[config.mk]
export PLATFORM = sky130hd
export DESIGN_NAME = register_file_flat
export DESIGN_NICKNAME = d
export VERILOG_FILES = /design/src/rtl/register_file_if.sv /design/src/rtl/register_file.sv /design/src/flat_wrapper.sv
export SDC_FILE = /design/constraint.sdc
export NUM_CORES = 2
export LEC_CHECK = 0
export ABC_CLOCK_PERIOD_IN_PS = 6680
export CAP_MARGIN = 0
export CORE_UTILIZATION = 45
export CTS_CLUSTER_DIAMETER = 100
export DETAILED_ROUTE_END_ITERATION = 8
export PLACE_DENSITY = 0.68
export SYNTH_ARGS = -nofsm -noshare
export SYNTH_HDL_FRONTEND = slang
export SYNTH_SLANG_ARGS = --single-unit
[constraint.sdc]
create_clock -name clk -period 6.68 [get_ports clk]
set_input_delay 1.336 -clock clk [delete_from_list [all_inputs] [get_ports clk]]
set_output_delay 1.336 -clock clk [all_outputs]
set_load 0.03 [all_outputs]
[src/rtl/register_file_if.sv]
// Register-file access bundle: two read ports and one write port.
// The core (master) drives the indices and write data; the register file (slave) returns the read data.
interface register_file_if #(
    parameter int DataWidth = 32,
    parameter int AddrWidth = 5
);
    logic        [AddrWidth-1:0] rs1;
    logic signed [DataWidth-1:0] rs1_data_out;
    logic        [AddrWidth-1:0] rs2;
    logic signed [DataWidth-1:0] rs2_data_out;
    logic        [AddrWidth-1:0] rd;
    logic                        rd_write_enable;
    logic        [DataWidth-1:0] rd_data_in;

    modport master (
        output rs1, rs2, rd, rd_write_enable, rd_data_in,
        input  rs1_data_out, rs2_data_out
    );

    modport slave (
        input  rs1, rs2, rd, rd_write_enable, rd_data_in,
        output rs1_data_out, rs2_data_out
    );
endinterface

[src/rtl/register_file.sv]
// 2**AddrWidth x DataWidth general-purpose register file with x0 hardwired to zero.
// Reads are combinational with no write bypass; writes commit on the rising edge.
module register_file #(
    parameter int DataWidth = 32,
    parameter int AddrWidth = 5
) (
    input  logic                  clk,
    input  logic                  rst_n,
    register_file_if.slave        rf
);
    localparam int NumRegs = 2 ** AddrWidth;

    logic [DataWidth-1:0] regs_q [NumRegs];
    logic [DataWidth-1:0] regs_d [NumRegs];

    // Next-state storage: a single enabled write to any index except x0.
    always_comb begin
        regs_d = regs_q;
        if (rf.rd_write_enable && (rf.rd != {AddrWidth{1'b0}})) begin
            regs_d[rf.rd] = rf.rd_data_in;
        end else begin
            regs_d = regs_q;
        end
    end

    // Storage update; reset wins over a coincident write.
    always_ff @(posedge clk) begin
        if (!rst_n) begin
            for (int i = 0; i < NumRegs; i++) begin
                regs_q[i] <= {DataWidth{1'b0}};
            end
        end else begin
            regs_q <= regs_d;
        end
    end

    // x0 is forced at the read mux so it reads zero even before the first reset.
    assign rf.rs1_data_out = (rf.rs1 == {AddrWidth{1'b0}}) ? {DataWidth{1'b0}}
                                                            : $signed(regs_q[rf.rs1]);
    assign rf.rs2_data_out = (rf.rs2 == {AddrWidth{1'b0}}) ? {DataWidth{1'b0}}
                                                            : $signed(regs_q[rf.rs2]);
endmodule

[src/flat_wrapper.sv]
// flat-port wrapper written by rule: the top's interface ports become plain ports
module register_file_flat 
#(
    parameter int DataWidth = 32,
    parameter int AddrWidth = 5
)
  (clk, rst_n, rf_rs1, rf_rs2, rf_rd, rf_rd_write_enable, rf_rd_data_in, rf_rs1_data_out, rf_rs2_data_out);
  register_file_if #(.DataWidth(DataWidth), .AddrWidth(AddrWidth)) rf_i ();
  input  logic clk;
  input  logic rst_n;
  input wire logic [$bits(rf_i.rs1)-1:0] rf_rs1;
  input wire logic [$bits(rf_i.rs2)-1:0] rf_rs2;
  input wire logic [$bits(rf_i.rd)-1:0] rf_rd;
  input wire logic [$bits(rf_i.rd_write_enable)-1:0] rf_rd_write_enable;
  input wire logic [$bits(rf_i.rd_data_in)-1:0] rf_rd_data_in;
  output wire logic [$bits(rf_i.rs1_data_out)-1:0] rf_rs1_data_out;
  output wire logic [$bits(rf_i.rs2_data_out)-1:0] rf_rs2_data_out;
  assign rf_i.rs1 = rf_rs1;
  assign rf_i.rs2 = rf_rs2;
  assign rf_i.rd = rf_rd;
  assign rf_i.rd_write_enable = rf_rd_write_enable;
  assign rf_i.rd_data_in = rf_rd_data_in;
  assign rf_rs1_data_out = rf_i.rs1_data_out;
  assign rf_rs2_data_out = rf_i.rs2_data_out;
  register_file #(.DataWidth(DataWidth), .AddrWidth(AddrWidth)) u_core (.clk(clk), .rst_n(rst_n), .rf(rf_i));
endmodule
[After elaboration in Yosys (flattened, before gate mapping)]
Cells that the tools add are included.
Operators by class
  add/subtract/negate cells: 0
  multiply operators: 0
  divide/modulo/power cells: 0
  order comparisons: 4
  equality and inequality tests: 0
  shifts and indexed selects: 0
  mux-type cells: 11
  bitwise operators: 3
  reduce and logical (&&, ||, !) cells: 5
Operators with widths (number)
  $bwmux 1024: 1
  $bmux 32 s5: 2
  $mux 32: 7
  $demux 32 s5: 1
  $ge 6x6->1 const B: 3
  $not 5->6: 3
  $logic_not 5->1: 2
  $lt 6x1->1 const B: 1
  $reduce_bool 5->1: 1
  $logic_and 1x1->1: 2
Storage, ports and cells
  bits in registers: 1024
  latch bits: 0
  memory bits (writable): 0
  ROM bits: 0
  input port bits: 50
  output and inout port bits: 64
  memories: 0

[Longest topological paths before layout]
  depth after elaboration: 6
  gate-level depth with buffers: 7

[Worst setup path after synthesis]
Ideal clock, no wire load.
  path type: input to output
  start point: input rf_rs1[1]
  end point: output rf_rs1_data_out[17]
  arrival: 3.189 ns
  path slack: 2.155 ns
  cell stages on the path: 7
  cell sequence: buf_4 > buf_6 > nor2b_1 > buf_2 > a221oi_1 > o21ai_0 > a311oi_1
Between the ends
  word-level cells in the longest chain between the ends: 5
  elaborated cells on any way between the ends: 6
  those cells by class: 4 x mux; 1 x bitwise; 1 x reduce/logical
Ends and longest elaborated chain
  start, declared: line flat_wrapper.sv:11  | input wire logic [$bits(rf_i.rs1)-1:0] rf_rs1;
  $not 5->6 (not written as such): line register_file.sv:39  | : $signed(regs_q[rf.rs1]);
  $bmux 32 s5: line register_file.sv:39
  $mux 32 (not written as such) (2 in series): line register_file.sv:39
  $mux 32 (*): line register_file.sv:38  | assign rf.rs1_data_out = (rf.rs1 == {AddrWidth{1'b0}}) ? {DataWidth{1'b0}}
  end, declared: line flat_wrapper.sv:16  | output wire logic [$bits(rf_i.rs1_data_out)-1:0] rf_rs1_data_out;
Mark *: on every way between the ends. The rest lies on a longest branch, timed or not. The select of a mux whose other input is x is not followed.

[Final worst setup path]
  start point: input rf_rs1[0]
  end point: output rf_rs1_data_out[29]
The elaborated chain is that of the path after synthesis.

==> flow_metrics.py <==
metrics = {
    "sta": {
        "grt_setup_unrepaired": "false",
        "period_needed_ns": 6.190,
        "fmax_ghz": 0.1616,
        "finalSetupTns_ns": 0,
        "timing.final.max_slew_violations": 0,
        "report.final.setup_viol": 0,
        "timing_hold_violations_final": 0,
        "period_utilization_pct": 92.66,
        "worst_pin_slew_ns": 1.400,
        "worst_slew_margin_rel_pct": 6.382,
        "final.setup_skew_ns": 0,
    },
    "global_route": {
        "top_usage_layer": "met2",
        "grt_usage_pct": 33.05,
        "grt_pass1_vias": 44680,
        "grt_use_met3_pct": 8.159,
        "use_met2_pct": 50.23,
        "met1_usage_pct": 43.91,
        "grt_antenna_before_repair": 2,
        "grt_start_max_net_pins": 277,
        "grt_first_pass_wirelength_um": 300500,
        "overflow": 0,
    },
    "drt": {
        "wirelength_um": 204500,
        "drtIter0Drc": 6892,
        "antenna_violating_nets_post_route": 0,
        "detail_route.wl_per_cell_um": 27.88,
        "drc": 0,
        "routed-via-count": 46980,
        "detail_route.first_pass.iterations": 7,
        "detail_route.vias_per_cell": 6.404,
    },
    "synthesis": {
        "synth.ff_latch_count": 1024,
        "number_of_flops_mapped_to_enable_cells_by_yosys": 0,
        "synth-async-reset-ratio_pct": 0,
        "number_of_standard_cells_after_synthesis": 5851,
        "synth_sequential_area_ratio_pct": 37.83,
        "post_synth_cell_types": 38,
        "synth.net_count": 5901,
        "synthesis.area_per_instance_um2": 9.262,
        "main_synth_ff_type": "dfxtp_1",
        "ys_warn_count": 0,
        "synth_area_mm2": 0.05419,
    },
    "clock_network": {
        "cts-buffers-inserted": 110,
        "cts_root_buf": "clkbuf_16",
        "clk_latency_ns": 0.72,
        "cts-root-to-sink-buffers": 3,
        "cts_resized": 0,
        "clock_sink_count": 1024,
        "clk_transition_reported_paths_ns": 0.06,
        "hold_buffers": 0,
        "cts_htree_levels": 3,
        "tritoncts": "yes",
        "cts_setup_buffers": 0,
    },
    "placed_design": {
        "port_buffer_cells": 113,
        "dpl-instance-area_mm2": 0.05660,
        "place.detailed.hpwl_um": 121500,
        "gp_congestion": 0.9190,
    },
    "job": {
        "maxCapViolCount": 0,
    },
    "floorplanning": {
        "floorplan.rows": 126,
        "die_h_um": 349.0,
        "die_w_um": 349.0,
        "core_area_mm2": 0.1187,
        "initial_utilization_pct": 45.65,
        "die_area_mm2": 0.1218,
        "num_io_pins": 114,
    },
    "critical_path": {
        "critPathSlowestCell": "a211oi_1",
        "endpoint_kind": "output port",
        "cp_max_fo": 27,
        "wp_data_arrival_ns": 4.85,
        "timing_worst_setup_path_type": "primary input to output port",
        "cp_cell_sequence": "buf_6 > buf_4 > mux4_2 > nor2b_1 > a211oi_1 > a311oi_1 > clkdlybuf4s50_1",
        "critical-path-top-delay-family": "buffers and inverters",
        "critical_path_buf_inv_count": 3,
        "crit_required_ns": 5.34,
        "start_kind": "primary input",
        "cpPeakStageDelay_ns": 0.80,
    },
    "power_and_ir_drop": {
        "vdd_drop_max_v": 0.0002142,
        "power_leakage_nw": 19.40,
        "power_density_mw_per_mm2": 234.2,
    },
    "layout": {
        "number_of_nets_in_the_layout": 5688,
        "regMostFlops": "u_core.regs_q",
        "layout.cells.most_common": "nand2_1",
        "seqCellArea_mm2": 0.02050,
        "layout_common_cells": "nand2_1, dfxtp_1, a21boi_0",
        "area.growth.synth_to_final_pct": 11.71,
        "largest_registers": "u_core.regs_q: 1024 flops",
        "fill_cells": 10520,
        "drive_gt1_share_pct": 17.02,
        "largest_register_ffs": 1024,
        "multi_input_gate_area_mm2": 0.03121,
        "layout.cell_area.non_filler_mm2": 0.06054,
    },
    "hold_path": {
        "hold_path_class": "flip-flop to flip-flop",
    },
    "run_status": {
        "outcome": "completed",
    },
}
logic make-up after synthesis:
group / Yosys count / share of synthesized area (%)
AND/OR/NAND/NOR: 2219 / 16.19
AO/OA/AOI/OAI: 1358 / 18.61
flip-flops: 1024 / 37.83
multiplexers: 640 / 22.31
buffers and inverters: 610 / 5.063
per-layer routing:
layer / part of all wire, % / routed length (um) / up-vias
met1: 39 / 78790 / 23140
met5: 0.014 / 29 / -
met2: 44 / 90970 / 3157
met4: 4.9 / 9981 / 4
met3: 12 / 24780 / 615
li1: - / - / 20060
through the flow:
step | hold slack, ns | worst slack, ns | utilization, % | power, mW | instances
finish | 0.4666 | 0.4900 | 51.00 | 14.18 | 7336
global route | 0.4871 | 0.4752 | 50.99 | 14.48 | 7333
global placement | 0.4493 | 0.5991 | 47.67 | 7.621 | 7126
detailed placement | 0.4587 | 0.6150 | 47.67 | 7.632 | 7126
CTS | 0.4672 | 0.6004 | 50.99 | 14.16 | 7333
floorplan | 0.4416 | 2.155 | - | 7.113 | 5851
power breakdown:
| group | internal, mW | total (mW) | switching (mW) | leakage [nW] |
|---|---|---|---|---|
| Combinational | 0.479 | 1.35 | 0.876 | 9.20 |
| Clock | 3.90 | 6.64 | 2.74 | 1.95 |
| Sequential | 6.15 | 6.18 | 0.0325 | 8.25 |
worst min-delay path: stages, from the launching register on:
cell,delay (ns)
dfxtp_1,0.31
nand2_1,0.06
a21boi_1,0.05
synth_stat cells (68+ instances only):
cell type	number	share of area (%)
nand2_1	2051	14
dfxtp_1	1024	38
a21boi_0	871	12
mux4_2	448	19
clkbuf_1	398	2.8
buf_2	141	1.3
mux2i_1	128	2.4
a21boi_1	121	1.7
o21ai_0	91	0.84
nor2b_1	68	0.78
final cells by class:
class	instances	share of cell area, %
timing repair buffer	283	4.741
antenna	3	0.01240
clock buffer	161	5.376
tap	1600	3.307
multi-input combinational	4217	51.56
sequential	1024	33.86
inverter	2	0.01653
clock inverter	46	1.124
worst paths after layout:
path | slack [ns] | depth (start not counted) | startpoint | endpoint
setup reg to reg | 5.93 | 2 | u_core.regs_q[642]$_SDFFE_PN0P_ | u_core.regs_q[642]$_SDFFE_PN0P_
hold reg to reg | 0.47 | 2 | u_core.regs_q[889]$_SDFFE_PN0P_ | u_core.regs_q[889]$_SDFFE_PN0P_
hold / removal | 0.47 | 2 | u_core.regs_q[889]$_SDFFE_PN0P_ | u_core.regs_q[889]$_SDFFE_PN0P_
setup / recovery | 0.49 | 7 | rf_rs1[0] | rf_rs1_data_out[29]
No activity file was read; power rests on OpenSTA's default activity.
